**config.mk**
```make
export PLATFORM = sky130hd
export DESIGN_NAME = circuit_stim_gen
export DESIGN_NICKNAME = d
export VERILOG_FILES = /design/src/rtl/circuit_stim_gen.sv
export SDC_FILE = /design/constraint.sdc
export NUM_CORES = 1
export LEC_CHECK = 0
export CORE_MARGIN = 1.5
export CORE_UTILIZATION = 44
export CTS_CLUSTER_SIZE = 10
export DETAILED_ROUTE_END_ITERATION = 16
export PLACE_DENSITY = 0.74
export SLEW_MARGIN = 40
export SYNTH_ARGS = -nofsm -noshare
export SYNTH_HDL_FRONTEND = slang
export SYNTH_SLANG_ARGS = --single-unit
```
**constraint.sdc**
```tcl
create_clock -name clk_i -period 2.25 [get_ports clk_i]
set_clock_uncertainty 0.1 [all_clocks]
set_input_delay 0.45 -clock clk_i [delete_from_list [all_inputs] [get_ports clk_i]]
set_output_delay 0.45 -clock clk_i [all_outputs]
set_load 0.01 [all_outputs]
```
**src/rtl/circuit_stim_gen.sv**
```systemverilog
// LFSR stimulus source for `circuit` with an optional MISR response compactor.
// Define STIM_MISR_EN to add the sig_o signature port and compaction of y_i.

module circuit_stim_gen #(
    parameter int unsigned CNT_W = 8,
    parameter logic [31:0] SEED  = 32'hACE1_2468,
    parameter int unsigned Y_LAT = 1
) (
    input  logic             clk_i,
    input  logic             rst_i,
    input  logic             start_i,
    input  logic [CNT_W-1:0] num_i,
    input  logic             pause_i,
    output logic             en_o,
    output logic [31:0]      x_o,
    input  logic [31:0]      y_i,
    output logic             busy_o,
    output logic             done_o,
`ifdef STIM_MISR_EN
    output logic [31:0]      sig_o,
`endif
    output logic [CNT_W-1:0] cnt_o
);

    localparam logic [31:0]        LfsrTaps  = 32'h8020_0003;
    localparam int unsigned        DrainW    = 4;
    localparam logic [DrainW-1:0]  DrainLast = DrainW'(Y_LAT);

    typedef enum logic [1:0] {
        StIdle,
        StRun,
        StDrain,
        StDone
    } state_e;

    state_e             state_q, state_d;
    logic [31:0]        lfsr_q, lfsr_d;
    logic [CNT_W-1:0]   cnt_q, cnt_d;
    logic [CNT_W-1:0]   num_q, num_d;
    logic [CNT_W-1:0]   cnt_inc;
    logic               en_q, en_d;
    logic [31:0]        x_q, x_d;
    logic               done_q, done_d;
    logic [DrainW-1:0]  drain_q, drain_d;

    function automatic logic [31:0] lfsr_step(input logic [31:0] v);
        return v[0] ? ((v >> 1) ^ LfsrTaps) : (v >> 1);
    endfunction

    assign cnt_inc = cnt_q + CNT_W'(1);

    always_comb begin
        state_d = state_q;
        lfsr_d  = lfsr_q;
        cnt_d   = cnt_q;
        num_d   = num_q;
        x_d     = x_q;
        drain_d = drain_q;
        en_d    = 1'b0;
        done_d  = 1'b0;

        unique case (state_q)
            StIdle: begin
                if (start_i) begin
                    lfsr_d = SEED;
                    cnt_d  = '0;
                    num_d  = num_i;
                    if (num_i == '0) begin
                        state_d = StDone;
                        done_d  = 1'b1;
                    end else begin
                        state_d = StRun;
                    end
                end
            end
            StRun: begin
                if (!pause_i) begin
                    en_d   = 1'b1;
                    x_d    = lfsr_q;
                    lfsr_d = lfsr_step(lfsr_q);
                    cnt_d  = cnt_inc;
                    // Only the latched request is compared, so a full-scale num never wraps.
                    if (cnt_inc == num_q) begin
                        state_d = StDrain;
                        drain_d = '0;
                    end
                end
            end
            StDrain: begin
                // Spans Y_LAT+1 cycles so done lands Y_LAT+1 edges after the last issue edge.
                if (drain_q == DrainLast) begin
                    state_d = StDone;
                    done_d  = 1'b1;
                end else begin
                    drain_d = drain_q + DrainW'(1);
                end
            end
            StDone: begin
                state_d = StIdle;
            end
            default: begin
                state_d = StIdle;
            end
        endcase
    end

    always_ff @(posedge clk_i) begin
        if (rst_i) begin
            state_q <= StIdle;
            lfsr_q  <= SEED;
            cnt_q   <= '0;
            num_q   <= '0;
            en_q    <= 1'b0;
            x_q     <= '0;
            done_q  <= 1'b0;
            drain_q <= '0;
        end else begin
            state_q <= state_d;
            lfsr_q  <= lfsr_d;
            cnt_q   <= cnt_d;
            num_q   <= num_d;
            en_q    <= en_d;
            x_q     <= x_d;
            done_q  <= done_d;
            drain_q <= drain_d;
        end
    end

    assign en_o   = en_q;
    assign x_o    = x_q;
    assign busy_o = (state_q != StIdle);
    assign done_o = done_q;
    assign cnt_o  = cnt_q;

`ifdef STIM_MISR_EN
    logic [Y_LAT-1:0] vld_q, vld_d;
    logic [31:0]      sig_q, sig_d;
    logic             y_vld;

    assign y_vld = vld_q[Y_LAT-1];

    always_comb begin
        vld_d    = vld_q << 1;
        vld_d[0] = en_q;
        sig_d    = sig_q;
        if (state_q == StIdle && start_i) begin
            sig_d = '0;
        end else if (y_vld) begin
            sig_d = {sig_q[30:0], sig_q[31]} ^ y_i;
        end
    end

    always_ff @(posedge clk_i) begin
        if (rst_i) begin
            vld_q <= '0;
            sig_q <= '0;
        end else begin
            vld_q <= vld_d;
            sig_q <= sig_d;
        end
    end

    assign sig_o = sig_q;
`else
    logic unused_y;
    assign unused_y = ^y_i;
`endif

endmodule

```
Yosys cells after proc, flatten, opt, wreduce, memory -nomap -nowiden
Index checks and enable logic that the tools add are counted.
- add/sub/neg operators: 2
- $mul: 0
- divide/modulo/power cells: 0
- order comparisons: 0
- eq/ne operators: 10
- shift-type cells: 0
- mux-type cells: 22
- bitwise operators: 3
- reductions and logical operators: 11
- operators with widths (cell ; number):
    $mux 32 ; 3
    $pmux 32 s2 ; 1
    $mux 8 ; 2
    $pmux 8 s2 ; 1
    $mux 4 ; 3
    $mux 2 ; 5
    $ne 2x2->1 const B ; 5
    $add 8x1->8 const B ; 1
    $eq 8x8->1 ; 1
    $logic_not 8->1 ; 1
    $pmux 2 s4 ; 1
    $pmux 4 s2 ; 1
    $reduce_and 4->1 ; 2
    $reduce_bool 2->1 ; 3
    $add 4x1->4 const B ; 1
    $eq 2x2->1 const B ; 2
    $eq 4x1->1 const B ; 1
    $mux 1 ; 4
    $not 3->4 ; 1
    $reduce_and 2->1 ; 2
    $reduce_and 3->1 ; 1
    $eq 2x1->1 const B ; 1
    $logic_not 2->1 ; 1
    $not 1->1 ; 2
    other kinds (2) ; 2
- register bits: 88
- latch bits: 0
- RAM bits: 0
- memory bits (read-only): 0
- input bits: 44
- output and inout bits: 43
- word-level logic and storage cells: 56
- memories kept: 0

Depth between registers and ports, before layout
- depth in word-level cells: 5
- gate-level depth with buffers: 10
- depth with buffers taken out: 8

Worst setup path before layout
Ideal clock, no wire load.
- kind: reg-to-reg
- from: reg cnt_q[0], in the netlist cnt_o[0]
- to: reg state_q[1]
- library setup time: 0.121 ns
- arrival time: 2.010 ns
- required time: 2.029 ns
- setup slack: 0.018 ns
- stages on the path, launching flop included: 8
- buffers on the path: 0
- clock period less this slack: 2.232 ns
- cells stage by stage: dfxtp_1 ha_1 xnor2_1 nand2_1 a2111oi_4 o2111a_1 o221a_2 mux2_4
- longest elaborated chain between the ends: 4
- ends and longest elaborated chain (item ; line ; RTL):
    from (decl) ; 38 ; logic [CNT_W-1:0] cnt_q, cnt_d;
    from (signal assigned) ; 120 ; cnt_q <= cnt_d;
    $add 8x1->8 ; 50 ; assign cnt_inc = cnt_q + CNT_W'(1);
    $eq 8x8->1 ; 83 ; if (cnt_inc == num_q) begin
    $ne 2x2->1 (no source line) ; n/a ;
    $reduce_and 4->1 (no source line) ; n/a ;
    to (signal assigned) ; 109 ; state_q <= StIdle;
    to (signal assigned) ; 118 ; state_q <= state_d;
    to (decl) ; 36 ; state_e state_q, state_d;
Every way passes these cells.
A chain may end at the register's enable or synchronous reset.

Worst setup path in the final report
- from: reg cnt_q[2], in the netlist cnt_o[2]
- to: reg state_q[1]
The elaborated chain is that of the path after synthesis.

==> results.cfg <==
[placement]
io_buffers = 54
place_ws_ns = -0.00581
place.gp.congestion = 0.809
dpl.hpwl_mm = 5.44
place_inst = 592

[die]
initial_core_util_pct = 45.9
num_rows = 32
fp.dieArea_mm2 = 0.00870
die_x_um = 93.3
core_mm2 = 0.00781
die_y_um = 93.3
boundaryPins = 87

[synthesis]
synthesis.area_mm2 = 0.00359
synthCells = 434
syn_avg_cell_area_um2 = 8.27
synth_most_common_cell = nand2_1
synth_nets = 485
ys_seq_area_share_pct = 49.1
synth_area_leader_cell = dfxtp_1
synth-seq-cells = 88
synth_top_cell_area_share_pct = 49.1
yosysWarnings = 0
synth_area_leaders = dfxtp_1 (49%), nand2_1 (12%), a21oi_1 (7.3%)
ys.flop_type = dfxtp_1
synth_edf_count = 0
synthArstFlopShare_pct = 0
synthDistinctLibCells = 46
synth_commonest_cells = nand2_1 (117), dfxtp_1 (88), a21oi_1 (52), nor2_1 (38), clkbuf_1 (23)

[clocking]
cts.sinks = 88
cts.root.buffer_cell = clkbuf_8
clock_path_buffers = 2
clk_pin_slew_ns = 0.09
h-tree-depth = 3
cts_tree = yes
clock_latency_ns = 0.36
cts_buffers = 9

[critical_path]
worstPathArrival_ns = 2.34
path_max_fanout = 8
cpPeakStageDelay_ns = 0.43
r2r_slack_ns = 0.05
r2r_end = state_q[1]
critPathKind = reg2reg
critPathCaptureType = flip-flop
worstPathRequired_ns = 2.39
reg2reg_from = cnt_o[2]
slowest_stage = dfxtp_2
reg2reg_depth = 6
critPathLaunchType = flip-flop
cp_cell_sequence = and2_2, nand4_1, mux2_2, o2111a_2, o221a_4, mux2_4

[detailed_routing]
dr_total_vias = 3171
avgRoutedWirePerCell_um = 13.1
finalWirelength_mm = 8.01
first_pass_iters = 6
vias_per_cell = 5.21
route.antenna.remaining_nets = 0
drt_iter0_markers = 125
drc = 0

[final_layout]
fillCellCount = 728
drive_gt1_share_pct = 12.4
area_growth_pct = 29.3
diodes = 0
fin_nets = 553
multi_input_area_mm2 = 0.00173
fin_cells = 609
seqCellArea_mm2 = 0.00177

[timing]
hold_slack_ns = 0.236
max_freq_ghz = 0.454
max_slew_margin_pct = 75.8
min_period_ns = 2.20
setup_viol = 0
drv_slew = 0
final.setup.worst_slack_ns = 0.0486
worst_slew_pin_slew_ns = 0.362
finalHoldViolCount = 0
period_share_pct = 97.8

[outcome]
status = finished, final reports clean

[global_route]
grt_max_degree = 38
grt_pass1_wl_mm = 13.5
antenna_found_initial = 0
grt_pass1_vias = 3028
overflow = 0
track_usage_pct = 19.5

[hold_path]
holdPathEnd = x_o[23]
hold_depth = 2
hold_class = in2reg
worstHoldStart = rst_i

[power_and_ir_drop]
vdd_drop_max_uv = 546
p_per_area_mw_per_mm2 = 933
total_leakage_power_uw = 0.00174

[flow_run]
cap_viol_max_count = 0
==> placed cells by master (no fill, tap or decap), drive strengths merged, types with 11 or more instances in the layout <==
cell           count
a21oi             52
nand2            117
clkbuf            11
a22oi             19
dfxtp             88
buf               30
nor2              38
nand3             13
clkdlybuf4s50     52
==> how the worst max path moves through the flow <==
stage | startpoint | to | slack, ns | cells past startpoint
2_1_floorplan | cnt_o[0] | state_q[1] | 0.02 | 7
3_3_place_gp | cnt_o[0] | state_q[0] | 0.03 | 7
3_5_place_dp | cnt_o[1] | state_q[0] | -0.006 | 7
4_1_cts | cnt_o[0] | state_q[1] | -0.01 | 7
5_1_grt | cnt_o[1] | state_q[1] | -0.03 | 8
6_report | cnt_o[2] | state_q[1] | 0.05 | 6
==> metrics by stage <==
stage | area (um2) | utilization [%] | power [uW] | TNS [ns]
final | 4640 | 59.4 | 4330 | 0
after global routing | 4640 | 59.4 | 4590 | -0.0743
after CTS | 4590 | 58.8 | 4370 | -0.0134
after detailed placement | 4370 | 55.9 | 3230 | -0.00581
after global placement | 4370 | 55.9 | 3190 | 0
after floorplan | 3590 | - | 2730 | 0
==> where the power goes <==
| part | internal, uW | leakage, uW | switching [uW] | total, uW |
|---|---|---|---|---|
| combinational | 582 | 0.000926 | 740 | 1320 |
| sequential | 1750 | 0.000718 | 135 | 1880 |
| clock | 552 | 0.000100 | 571 | 1120 |
==> state kept, by name, summed over array words and instances, names as in the netlist <==
name     cells
lfsr_q      32
x_o         32
cnt_o        8
num_q        8
drain_q      4
state_q      2
done_o       1
en_o         1
==> worst max-delay path: cells and delay by family (launching register included) <==
family	cells	cell delay [ns]
compound gates	2	0.58
simple gates	2	0.36
flops	1	0.43
mux	2	0.62
==> kinds of logic (layout without fill, tap and decap cells) <==
family	count (synthesis)	in the layout	share of synthesized area, %
compound gates	99	99	17.7
mux	5	5	1.57
fa+ha+maj	7	7	2.44
xor+xnor	13	13	3.17
buf+inv	33	106	4.08
flops	88	88	49.1
simple gates	189	189	21.9
==> routing by layer <==
| layer | vias up | wire, um | part of all wire [%] | global-route usage, % |
|---|---|---|---|---|
| met4 | 0 | 227 | 2.8 | 9.85 |
| met1 | 1461 | 3530 | 44 | 24.9 |
| li1 | 1602 | - | - | - |
| met2 | 89 | 3870 | 48 | 31.6 |
| met5 | - | 0 | 0 | 0 |
| met3 | 19 | 374 | 4.7 | 3.17 |
==> repair_timing <==
| item | CTS | global route |
|---|---|---|
| hold buffers | 0 | 0 |
| pin swaps | 1 | 8 |
| setup endpoints to repair | 2 | 7 |
| setup buffers | 0 | 2 |
| resized for setup | 3 | 11 |
==> cell type report <==
type                       instances  area share (%)
sequential                        88            38.2
multi-input combinational        313            37.2
timing repair buffer              83            16.8
clock buffer                      11            3.05
tap                              102            2.75
clock inverter                     5            1.38
inverter                           7           0.567
Note: power is estimated with default switching activity, not from simulation.
